[config.mk]
export PLATFORM = sky130hd
export DESIGN_NAME = core_imem_port_flat
export DESIGN_NICKNAME = d
export VERILOG_FILES = /design/src/rtl/core_imem_port_if.sv /design/src/rtl/core_imem_port.sv /design/src/flat_wrapper.sv
export SDC_FILE = /design/constraint.sdc
export NUM_CORES = 1
export LEC_CHECK = 0
export BUFFER_PORTS_ARGS = -buffer_cell sky130_fd_sc_hd__buf_4
export CAP_MARGIN = 15
export CORE_UTILIZATION = 30
export CTS_BUF_LIST = sky130_fd_sc_hd__clkbuf_2 sky130_fd_sc_hd__clkbuf_4 sky130_fd_sc_hd__clkbuf_8
export CTS_CLUSTER_SIZE = 28
export DETAILED_ROUTE_END_ITERATION = 8
export GPL_ROUTABILITY_DRIVEN = 0
export PLACE_DENSITY = 0.63
export RECOVER_POWER = 25
export SKIP_LAST_GASP = 1
export SLEW_MARGIN = 15
export SYNTH_ARGS = -nofsm -noshare
export SYNTH_HDL_FRONTEND = slang
export SYNTH_SLANG_ARGS = --single-unit
[constraint.sdc]
create_clock -name clk -period 2.9 [get_ports clk]
set_clock_uncertainty 0.2 [all_clocks]
set_input_delay 0.435 -clock clk [delete_from_list [all_inputs] [get_ports clk]]
set_output_delay 0.435 -clock clk [all_outputs]
set_load 0.02 [all_outputs]
[src/rtl/core_imem_port_if.sv]
// rtl/core_imem_port_if.sv - S1 fetch and imem bus handshake signals for core_imem_port
interface core_imem_port_if;
    logic        s1_flush;
    logic        s1_req_valid;
    logic        s1_req_ready;
    logic [31:0] s1_req_addr;
    logic        s1_rsp_valid;
    logic        s1_rsp_ready;
    logic [31:0] s1_rsp_instr;
    logic        s1_rsp_fault;
    logic        s1_rsp_misaligned;
    logic        bus_req_valid;
    logic        bus_req_ready;
    logic [31:0] bus_req_addr;
    logic        bus_rsp_valid;
    logic [31:0] bus_rsp_data;
    logic        bus_rsp_err;

    modport slave (
        input  s1_flush, s1_req_valid, s1_req_addr, s1_rsp_ready,
        input  bus_req_ready, bus_rsp_valid, bus_rsp_data, bus_rsp_err,
        output s1_req_ready, s1_rsp_valid, s1_rsp_instr, s1_rsp_fault, s1_rsp_misaligned,
        output bus_req_valid, bus_req_addr
    );

    modport master (
        output s1_flush, s1_req_valid, s1_req_addr, s1_rsp_ready,
        output bus_req_ready, bus_rsp_valid, bus_rsp_data, bus_rsp_err,
        input  s1_req_ready, s1_rsp_valid, s1_rsp_instr, s1_rsp_fault, s1_rsp_misaligned,
        input  bus_req_valid, bus_req_addr
    );
endinterface

[src/rtl/core_imem_port.sv]
// rtl/core_imem_port.sv - single-outstanding imem fetch responder for S1 (option: LETC_IMEM_MISALIGN_CHECK_EN)
module core_imem_port #(
    parameter int unsigned TIMEOUT_CYCLES = 255,
    parameter logic [31:0] FAULT_INSTR    = 32'h00000013
) (
    input logic              clk,
    input logic              rst_n,
    core_imem_port_if.slave  imem
);
    localparam logic [2:0] S_IDLE  = 3'd0;
    localparam logic [2:0] S_ISSUE = 3'd1;
    localparam logic [2:0] S_WAIT  = 3'd2;
    localparam logic [2:0] S_RESP  = 3'd3;
    localparam logic [2:0] S_DRAIN = 3'd4;

    localparam logic [16:0] TIMEOUT_LIM = 17'(TIMEOUT_CYCLES);

    logic [2:0]  state;
    logic        kill;
    logic        pend_drain;
    logic [15:0] wait_cnt;
    logic        rsp_valid_q;
    logic [31:0] rsp_instr_q;
    logic        rsp_fault_q;
    logic        rsp_mis_q;
    logic        bus_req_valid_q;
    logic [31:0] bus_req_addr_q;
    logic        req_misaligned;
    logic [16:0] cnt_inc;
    logic        timeout_hit;

`ifdef LETC_IMEM_MISALIGN_CHECK_EN
    assign req_misaligned = (imem.s1_req_addr[1:0] != 2'b00);
`else
    logic unused_addr_lsbs;
    assign unused_addr_lsbs = ^imem.s1_req_addr[1:0];
    assign req_misaligned   = 1'b0;
`endif

    // Fires on the TIMEOUT_CYCLES-th WAIT cycle, so the fault lands right after it.
    assign cnt_inc     = {1'b0, wait_cnt} + 17'd1;
    assign timeout_hit = (TIMEOUT_CYCLES != 0) && (cnt_inc == TIMEOUT_LIM);

    assign imem.s1_req_ready      = (state == S_IDLE);
    assign imem.s1_rsp_valid      = rsp_valid_q;
    assign imem.s1_rsp_instr      = rsp_instr_q;
    assign imem.s1_rsp_fault      = rsp_fault_q;
    assign imem.s1_rsp_misaligned = rsp_mis_q;
    assign imem.bus_req_valid     = bus_req_valid_q;
    assign imem.bus_req_addr      = bus_req_addr_q;

    always_ff @(posedge clk or negedge rst_n) begin
        if (!rst_n) begin
            state           <= S_IDLE;
            kill            <= 1'b0;
            pend_drain      <= 1'b0;
            wait_cnt        <= 16'd0;
            rsp_valid_q     <= 1'b0;
            rsp_instr_q     <= FAULT_INSTR;
            rsp_fault_q     <= 1'b0;
            rsp_mis_q       <= 1'b0;
            bus_req_valid_q <= 1'b0;
            bus_req_addr_q  <= 32'd0;
        end else begin
            case (state)
                S_IDLE: begin
                    if (imem.s1_req_valid && !imem.s1_flush) begin
                        bus_req_addr_q <= {imem.s1_req_addr[31:2], 2'b00};
                        if (req_misaligned) begin
                            rsp_valid_q <= 1'b1;
                            rsp_instr_q <= FAULT_INSTR;
                            rsp_fault_q <= 1'b0;
                            rsp_mis_q   <= 1'b1;
                            state       <= S_RESP;
                        end else begin
                            bus_req_valid_q <= 1'b1;
                            state           <= S_ISSUE;
                        end
                    end
                end
                S_ISSUE: begin
                    if (imem.s1_flush) begin
                        kill <= 1'b1;
                    end
                    // Request is never retracted; a killed one still owes us a response.
                    if (imem.bus_req_ready) begin
                        bus_req_valid_q <= 1'b0;
                        wait_cnt        <= 16'd0;
                        state           <= (kill || imem.s1_flush) ? S_DRAIN : S_WAIT;
                    end
                end
                S_WAIT: begin
                    if (wait_cnt != 16'hFFFF) begin
                        wait_cnt <= wait_cnt + 16'd1;
                    end
                    if (imem.s1_flush) begin
                        state <= imem.bus_rsp_valid ? S_IDLE : S_DRAIN;
                    end else if (imem.bus_rsp_valid) begin
                        rsp_valid_q <= 1'b1;
                        rsp_instr_q <= imem.bus_rsp_err ? FAULT_INSTR : imem.bus_rsp_data;
                        rsp_fault_q <= imem.bus_rsp_err;
                        rsp_mis_q   <= 1'b0;
                        state       <= S_RESP;
                    end else if (timeout_hit) begin
                        rsp_valid_q <= 1'b1;
                        rsp_instr_q <= FAULT_INSTR;
                        rsp_fault_q <= 1'b1;
                        rsp_mis_q   <= 1'b0;
                        pend_drain  <= 1'b1;
                        state       <= S_RESP;
                    end
                end
                S_RESP: begin
                    if (imem.s1_rsp_ready || imem.s1_flush) begin
                        rsp_valid_q <= 1'b0;
                        state       <= pend_drain ? S_DRAIN : S_IDLE;
                    end
                end
                S_DRAIN: begin
                    if (imem.bus_rsp_valid) begin
                        kill       <= 1'b0;
                        pend_drain <= 1'b0;
                        state      <= S_IDLE;
                    end
                end
                default: begin
                    state <= S_IDLE;
                end
            endcase
        end
    end
endmodule

[src/flat_wrapper.sv]
// flat-port wrapper written by rule: the top's interface ports become plain ports
module core_imem_port_flat 
#(
    parameter int unsigned TIMEOUT_CYCLES = 255,
    parameter logic [31:0] FAULT_INSTR    = 32'h00000013
)
  (clk, rst_n, imem_s1_flush, imem_s1_req_valid, imem_s1_req_addr, imem_s1_rsp_ready, imem_bus_req_ready, imem_bus_rsp_valid, imem_bus_rsp_data, imem_bus_rsp_err, imem_s1_req_ready, imem_s1_rsp_valid, imem_s1_rsp_instr, imem_s1_rsp_fault, imem_s1_rsp_misaligned, imem_bus_req_valid, imem_bus_req_addr);
  core_imem_port_if imem_i ();
  input logic clk;
  input logic rst_n;
  input wire logic [$bits(imem_i.s1_flush)-1:0] imem_s1_flush;
  input wire logic [$bits(imem_i.s1_req_valid)-1:0] imem_s1_req_valid;
  input wire logic [$bits(imem_i.s1_req_addr)-1:0] imem_s1_req_addr;
  input wire logic [$bits(imem_i.s1_rsp_ready)-1:0] imem_s1_rsp_ready;
  input wire logic [$bits(imem_i.bus_req_ready)-1:0] imem_bus_req_ready;
  input wire logic [$bits(imem_i.bus_rsp_valid)-1:0] imem_bus_rsp_valid;
  input wire logic [$bits(imem_i.bus_rsp_data)-1:0] imem_bus_rsp_data;
  input wire logic [$bits(imem_i.bus_rsp_err)-1:0] imem_bus_rsp_err;
  output wire logic [$bits(imem_i.s1_req_ready)-1:0] imem_s1_req_ready;
  output wire logic [$bits(imem_i.s1_rsp_valid)-1:0] imem_s1_rsp_valid;
  output wire logic [$bits(imem_i.s1_rsp_instr)-1:0] imem_s1_rsp_instr;
  output wire logic [$bits(imem_i.s1_rsp_fault)-1:0] imem_s1_rsp_fault;
  output wire logic [$bits(imem_i.s1_rsp_misaligned)-1:0] imem_s1_rsp_misaligned;
  output wire logic [$bits(imem_i.bus_req_valid)-1:0] imem_bus_req_valid;
  output wire logic [$bits(imem_i.bus_req_addr)-1:0] imem_bus_req_addr;
  assign imem_i.s1_flush = imem_s1_flush;
  assign imem_i.s1_req_valid = imem_s1_req_valid;
  assign imem_i.s1_req_addr = imem_s1_req_addr;
  assign imem_i.s1_rsp_ready = imem_s1_rsp_ready;
  assign imem_i.bus_req_ready = imem_bus_req_ready;
  assign imem_i.bus_rsp_valid = imem_bus_rsp_valid;
  assign imem_i.bus_rsp_data = imem_bus_rsp_data;
  assign imem_i.bus_rsp_err = imem_bus_rsp_err;
  assign imem_s1_req_ready = imem_i.s1_req_ready;
  assign imem_s1_rsp_valid = imem_i.s1_rsp_valid;
  assign imem_s1_rsp_instr = imem_i.s1_rsp_instr;
  assign imem_s1_rsp_fault = imem_i.s1_rsp_fault;
  assign imem_s1_rsp_misaligned = imem_i.s1_rsp_misaligned;
  assign imem_bus_req_valid = imem_i.bus_req_valid;
  assign imem_bus_req_addr = imem_i.bus_req_addr;
  core_imem_port #(.TIMEOUT_CYCLES(TIMEOUT_CYCLES), .FAULT_INSTR(FAULT_INSTR)) u_core (.clk(clk), .rst_n(rst_n), .imem(imem_i));
endmodule
; Yosys cells after proc, flatten, opt, wreduce, memory -nomap -nowiden
; Index checks and enable logic that the tools add are counted.
[classes]
n_addsub = 2
eq_ne = 17
muxes = 34
bitwise_logic = 1
reduce_logical = 19
[ops]
columns = operator, count
row1 = two-way mux 32 bit, 3
row2 = two-way mux 16 bit, 2
row3 = one-hot mux 16 bit (2 select lines), 1
row4 = two-way mux 3 bit, 10
row5 = "adder 16 x 1 -> 17 bit, second input constant", 1
row6 = "== test 17 x 8 -> 1 bit, second input constant", 1
row7 = "adder 16 x 1 -> 16 bit, second input constant", 1
row8 = "!= test 16 bit, second input constant", 1
row9 = one-hot mux 3 bit (5 select lines), 1
row10 = two-way mux 1 bit, 13
row11 = AND reduction 3 bit, 4
row12 = nonzero test 2 bit, 6
row13 = "!= test 2 bit, second input constant", 5
row14 = AND reduction 5 bit, 2
row15 = "!= test 2 x 1 -> 1 bit, second input constant", 4
row16 = one-hot mux 1 bit (2 select lines), 4
row17 = "== test 3 x 2 -> 1 bit, second input constant", 2
row18 = "!= test 4 x 3 -> 1 bit, second input constant", 1
row19 = AND reduction 4 bit, 1
row20 = "== test 3 x 1 -> 1 bit, second input constant", 1
row21 = "== test 3 bit, second input constant", 1
row22 = zero test 3 bit, 1
row23 = "!= test 3 x 2 -> 1 bit, second input constant", 1
row24 = logical OR 1 bit, 2
row25 = other kinds (4), 4
[totals]
register_bits = 87
in_bits = 72
output_inout_bits = 69
word_cells = 83

; Longest topological paths before layout
[logic_depth]
word_depth = 6
mapped_depth = 9
mapped_depth_nobuf = 7

; Least setup slack after synthesis
; No wires, ideal clock.
[synth_path]
path_type = flip-flop to flip-flop
startpoint = register u_core.wait_cnt[0]
endpoint = register u_core.rsp_instr_q[22] (netlist: u_core.imem.s1_rsp_instr[22])
setup_ns = 0.136
arrival_ns = 2.205
t_required_ns = 2.564
path_slack_ns = 0.359
stages_incl_launch_ff = 10
n_path_buf = 2
period_less_slack_ns = 2.541
cell_sequence = dfrtp_1 -> ha_1 -> nand3_2 -> nor4_2 -> nand3_1 -> a2111oi_2 -> and4_1 -> buf_6 -> buf_6 -> o32ai_1
[synth_between]
elab_chain_cells = 4
[synth_rtl]
columns = item, line_no
row1 = start: declaration, core_imem_port.sv:21  ; logic [15:0] wait_cnt;
row2 = start signal: assignment, core_imem_port.sv:94  ; wait_cnt <= wait_cnt + 16'd1;
row3 = adder 16 x 1 -> 17 bit, core_imem_port.sv:41  ; assign cnt_inc = {1'b0, wait_cnt} + 17'd1;
row4 = == test 17 x 8 -> 1 bit, core_imem_port.sv:42  ; assign timeout_hit = (TIMEOUT_CYCLES != 0) && (cnt_inc == TIMEOUT_LIM);
row5 = nonzero test 2 bit (no source line), -
row6 = AND reduction 3 bit (no source line), -
row7 = end signal: assignment, core_imem_port.sv:100  ; rsp_instr_q <= imem.bus_rsp_err ? FAULT_INSTR : imem.bus_rsp_data;
row8 = end: declaration, core_imem_port.sv:23  ; logic [31:0] rsp_instr_q;
; No other way between the ends.
; A chain may end at the register's enable or synchronous reset.

; Final worst setup path
[layout_path]
startpoint = register u_core.wait_cnt[0]
endpoint = register u_core.rsp_instr_q[8] (netlist: u_core.imem.s1_rsp_instr[8])
; Same word-level chain as after synthesis.

==> summary.md <==
| Metric | Value |
|---|---|
| RSZ-0062 raised after global routing | false |
| Site Rows | 42 |
| Clock Latency Late Sink | 0.37 ns |
| Fin crit share | 94.4% |
| Vias in the first global route | 3,245 |
| Area growth, synth to finish | 34.7% |
| DP Cell Count | 688 |
| Initial core utilization | 30.8% |
| Detailed-route vias per instance | 4.93 |
| Crit path kind | flop to flop |
| DR WL/cell | 13.5 µm |
| First-pass GRT wire length | 15.6 mm |
| Status | complete, no violations |
| CORE AREA | roughly 13,000 µm² |
| Count leader, synth | dfrtp_1 |
| Syn avg cell area | around 10 µm² |
| Placed Area | 5300 µm² |
| Final Cell Area | 5500 µm² |
| Worst endpoint required time | 2.94 ns |
| Clk sinks | 86 |
| Die Y | 119 µm |
| Port bufs | 135 |
| Die area | ~14,000 µm² |
| Fin. Hold Viols | 0 |
| Post-synth ARST share | 100% |
| # Max-Cap Violations | 0 |
| Min Tclk post-route | 2.74 ns |
| Main flop type after synthesis | dfrtp_1 |
| Post-synth EDFFs | 0 |
| Iteration-0 DRC Markers | 135 |
| Worst R2R Setup Slack | between 0.15 and 0.2 ns |
| Cts bufs inserted | 9 |
| Largest family of logic cells by synthesized area | compound AO/OA/AOI/OAI gates |
| Complex-gate fraction of the synthesized area | 17.3% |
| Drc violations | 0 |
| Antenna Nets Post-Route | 0 |
| Worst Setup Start Kind | flop |
| Cell accounting for the most synthesized area | dfrtp_1 |
| CP arrival | 2.78 ns |
| Largest cells by area after synthesis | dfrtp_1 (51%), mux2_2 (8.3%), o32ai_1 (6.4%), nand2_1 (4.1%), o21ai_0 (3.6%) |
| Final setup fails | 0 |
| Post-synthesis sequential area ratio | between 50% and 60% |
| Most frequent cells after synthesis | dfrtp_1 (83), nand2_1 (45), inv_1 (34) |
| CTS tree | yes |
| Yosys reg bits | 86 |
| Crit path capture type | flop |
| Power Dens Cells | slightly above 900 nW/µm² |
| FILL cells | between 1,000 and 1,500 |
| Slew HR | 29.7% |
| Largest net degree at the start of global routing | 51 |
| Max stage delay on crit path | 0.60 ns |
| Pre-antenna DRT Iters | 4 |
| CP max stage cell | or4b_2 |
| Setup TNS | 0 ns |
| Post-Layout Cell Count | 705 |
| Synth warnings | 0 |
| Post-DP HPWL | 6.80 mm |
| Hold crit path type | primary input to flop |
| Post-CTS setup buffer count | 0 |
| Clk root buf | clkbuf_8 |
| Slew @ Worst Pin | 1.05 ns |
| Max Clk Rate | about 370 MHz |
| Fin nets | 598 |
| Unique masters post-synth | 46 |
| Die Wd | 119 µm |
| Antenna violations before repair | 0 |
| Clock Path Buffers | 2 |
| Max Slew Vio Count | 0 |
| Post-synthesis xor/xnor area fraction | 0.643% |
| Post-Synth Adder-Cell Area | 0.613% |
| Via count | 3,475 |
| Final WL | 9.55 mm |
| GRT overflow | 0 |
| Synth top area share | 50.9% |
| Crit path max fanout | 34 |
| Depth of the CTS H-tree | 3 |
| Mux contribution to synthesized area | 8.27% |
| Simple-gate share of the synthesized area | 13.3% |
| Leakage | 2.59 nW |
| Worst path cell trace | ha_1 > nand3_4 > nor2_2 > or4b_2 > o311ai_1 > and4_1 > buf_12 > o32ai_1 |
| I/O pins | 141 |
| CTS clk-pin slew, worst paths | 0.08 ns |
| Worst hold slack | 0.0807 ns |
| Peak VDD IR | 0.698 mV |
| Total global routing track utilization | 14.0% |
| Cell count after synthesis | 393 |
| ANT cells | 0 |
| Cell area after synthesis | ~4100 µm² |
| Share of cells above drive strength 1 | 38.6% |
==> kinds of logic after synthesis <==
group,count (synthesis)
adder cells (fa/ha/maj),2
other,1
AO/OA/AOI/OAI,101
flip-flops,86
buffers and inverters,64
AND/OR/NAND/NOR,106
XOR/XNOR,3
multiplexers,30
==> worst paths after layout <==
kind / from / end / cells past startpoint
worst min-delay path: imem_s1_flush / u_core.state[1]$_DFFE_PN0P_ / 2
min in group asynchronous: rst_n / u_core.imem.bus_req_addr[22]$_DFFE_PN0P_ / 2
worst max-delay path: u_core.wait_cnt[0]$_DFFE_PN0P_ / u_core.imem.s1_rsp_instr[8]$_DFFE_PN0P_ / 8
worst min register to register: u_core.imem.bus_req_addr[15]$_DFFE_PN0P_ / u_core.imem.bus_req_addr[15]$_DFFE_PN0P_ / 1
max in group asynchronous: rst_n / u_core.imem.s1_rsp_instr[13]$_DFFE_PN0P_ / 3
worst max register to register: u_core.wait_cnt[0]$_DFFE_PN0P_ / u_core.imem.s1_rsp_instr[8]$_DFFE_PN0P_ / 8
==> layout make-up <==
type	count	area (µm²)	share of cell area [%]
Clock buffer	14	168	3.05
Clock inverter	2	10.0	0.182
Inverter	34	128	2.32
Multi-Input combinational cell	245	1690	30.7
Sequential cell	86	2160	39.2
Tap cell	176	220	4.00
Timing Repair Buffer	148	1130	20.6
==> critical path: cells and delay by family, from the launching register on <==
| kind | cells | cell delay (ns) |
|---|---|---|
| compound gates | 2 | 0.24 |
| flops | 1 | 0.44 |
| buf+inv | 1 | 0.20 |
| simple gates | 4 | 1.23 |
| fa+ha+maj | 1 | 0.29 |
==> state kept, by name, indices dropped and copies added (netlist names) <==
signal / cells
u_core.imem.bus_req_addr: 30
u_core.imem.bus_req_valid: 1
u_core.imem.s1_rsp_fault: 1
u_core.imem.s1_rsp_instr: 32
u_core.imem.s1_rsp_valid: 1
u_core.kill: 1
u_core.pend_drain: 1
u_core.state: 3
u_core.wait_cnt: 16
==> routing by layer <==
metal  track usage (%)  share of wire (%)
met1              17.2                 44
met3              6.85                9.9
met4              4.27                1.0
met5                 0                  0
met2              21.6                 45
==> report_power, final <==
group / leakage (nW) / switching, mW / internal (mW) / total, mW
Clock: 0.0981 / 0.404 / 0.371 / 0.775
Combinational: 1.40 / 1.18 / 1.07 / 2.25
Sequential: 1.09 / 0.342 / 1.70 / 2.04
Total: 2.59 / 1.93 / 3.14 / 5.07
==> through the flow <==
step	setup slack, ns	util [%]	total power, mW
final	0.163	41.5	5.07
after global placement	0.167	40.0	4.28
after detailed placement	0.0660	40.0	4.33
after global routing	0.0272	41.5	5.40
after floorplan	0.359	-	3.30
after CTS	0.0660	41.4	5.14
==> cell usage in the layout, fill, tap and decap left out, types with 5 or more instances in the layout <==
cell type / Yosys / routed
a21oi_1: 13 / 13
a31oi_1: 9 / 9
and4_1: 6 / 6
mux2_2: 30 / 30
o21ai_0: 29 / 29
nand2b_1: 6 / 6
nor3_1: 5 / 5
buf_4: 3 / 142
nor2_1: 14 / 13
nand2_1: 45 / 44
nand3_1: 10 / 10
clkbuf_8: 0 / 10
clkbuf_4: 0 / 5
o32ai_1: 30 / 30
dfrtp_1: 83 / 83
inv_1: 34 / 34
and2_1: 5 / 5
==> what timing repair did <==
item | in CTS | in global routing
hold buffers | 1 | 0
endpoints found under the hold margin | 41 | 0
endpoints found under the setup margin | 0 | 34
gates resized for setup | 0 | 4
No activity file was read; power rests on OpenSTA's default activity.
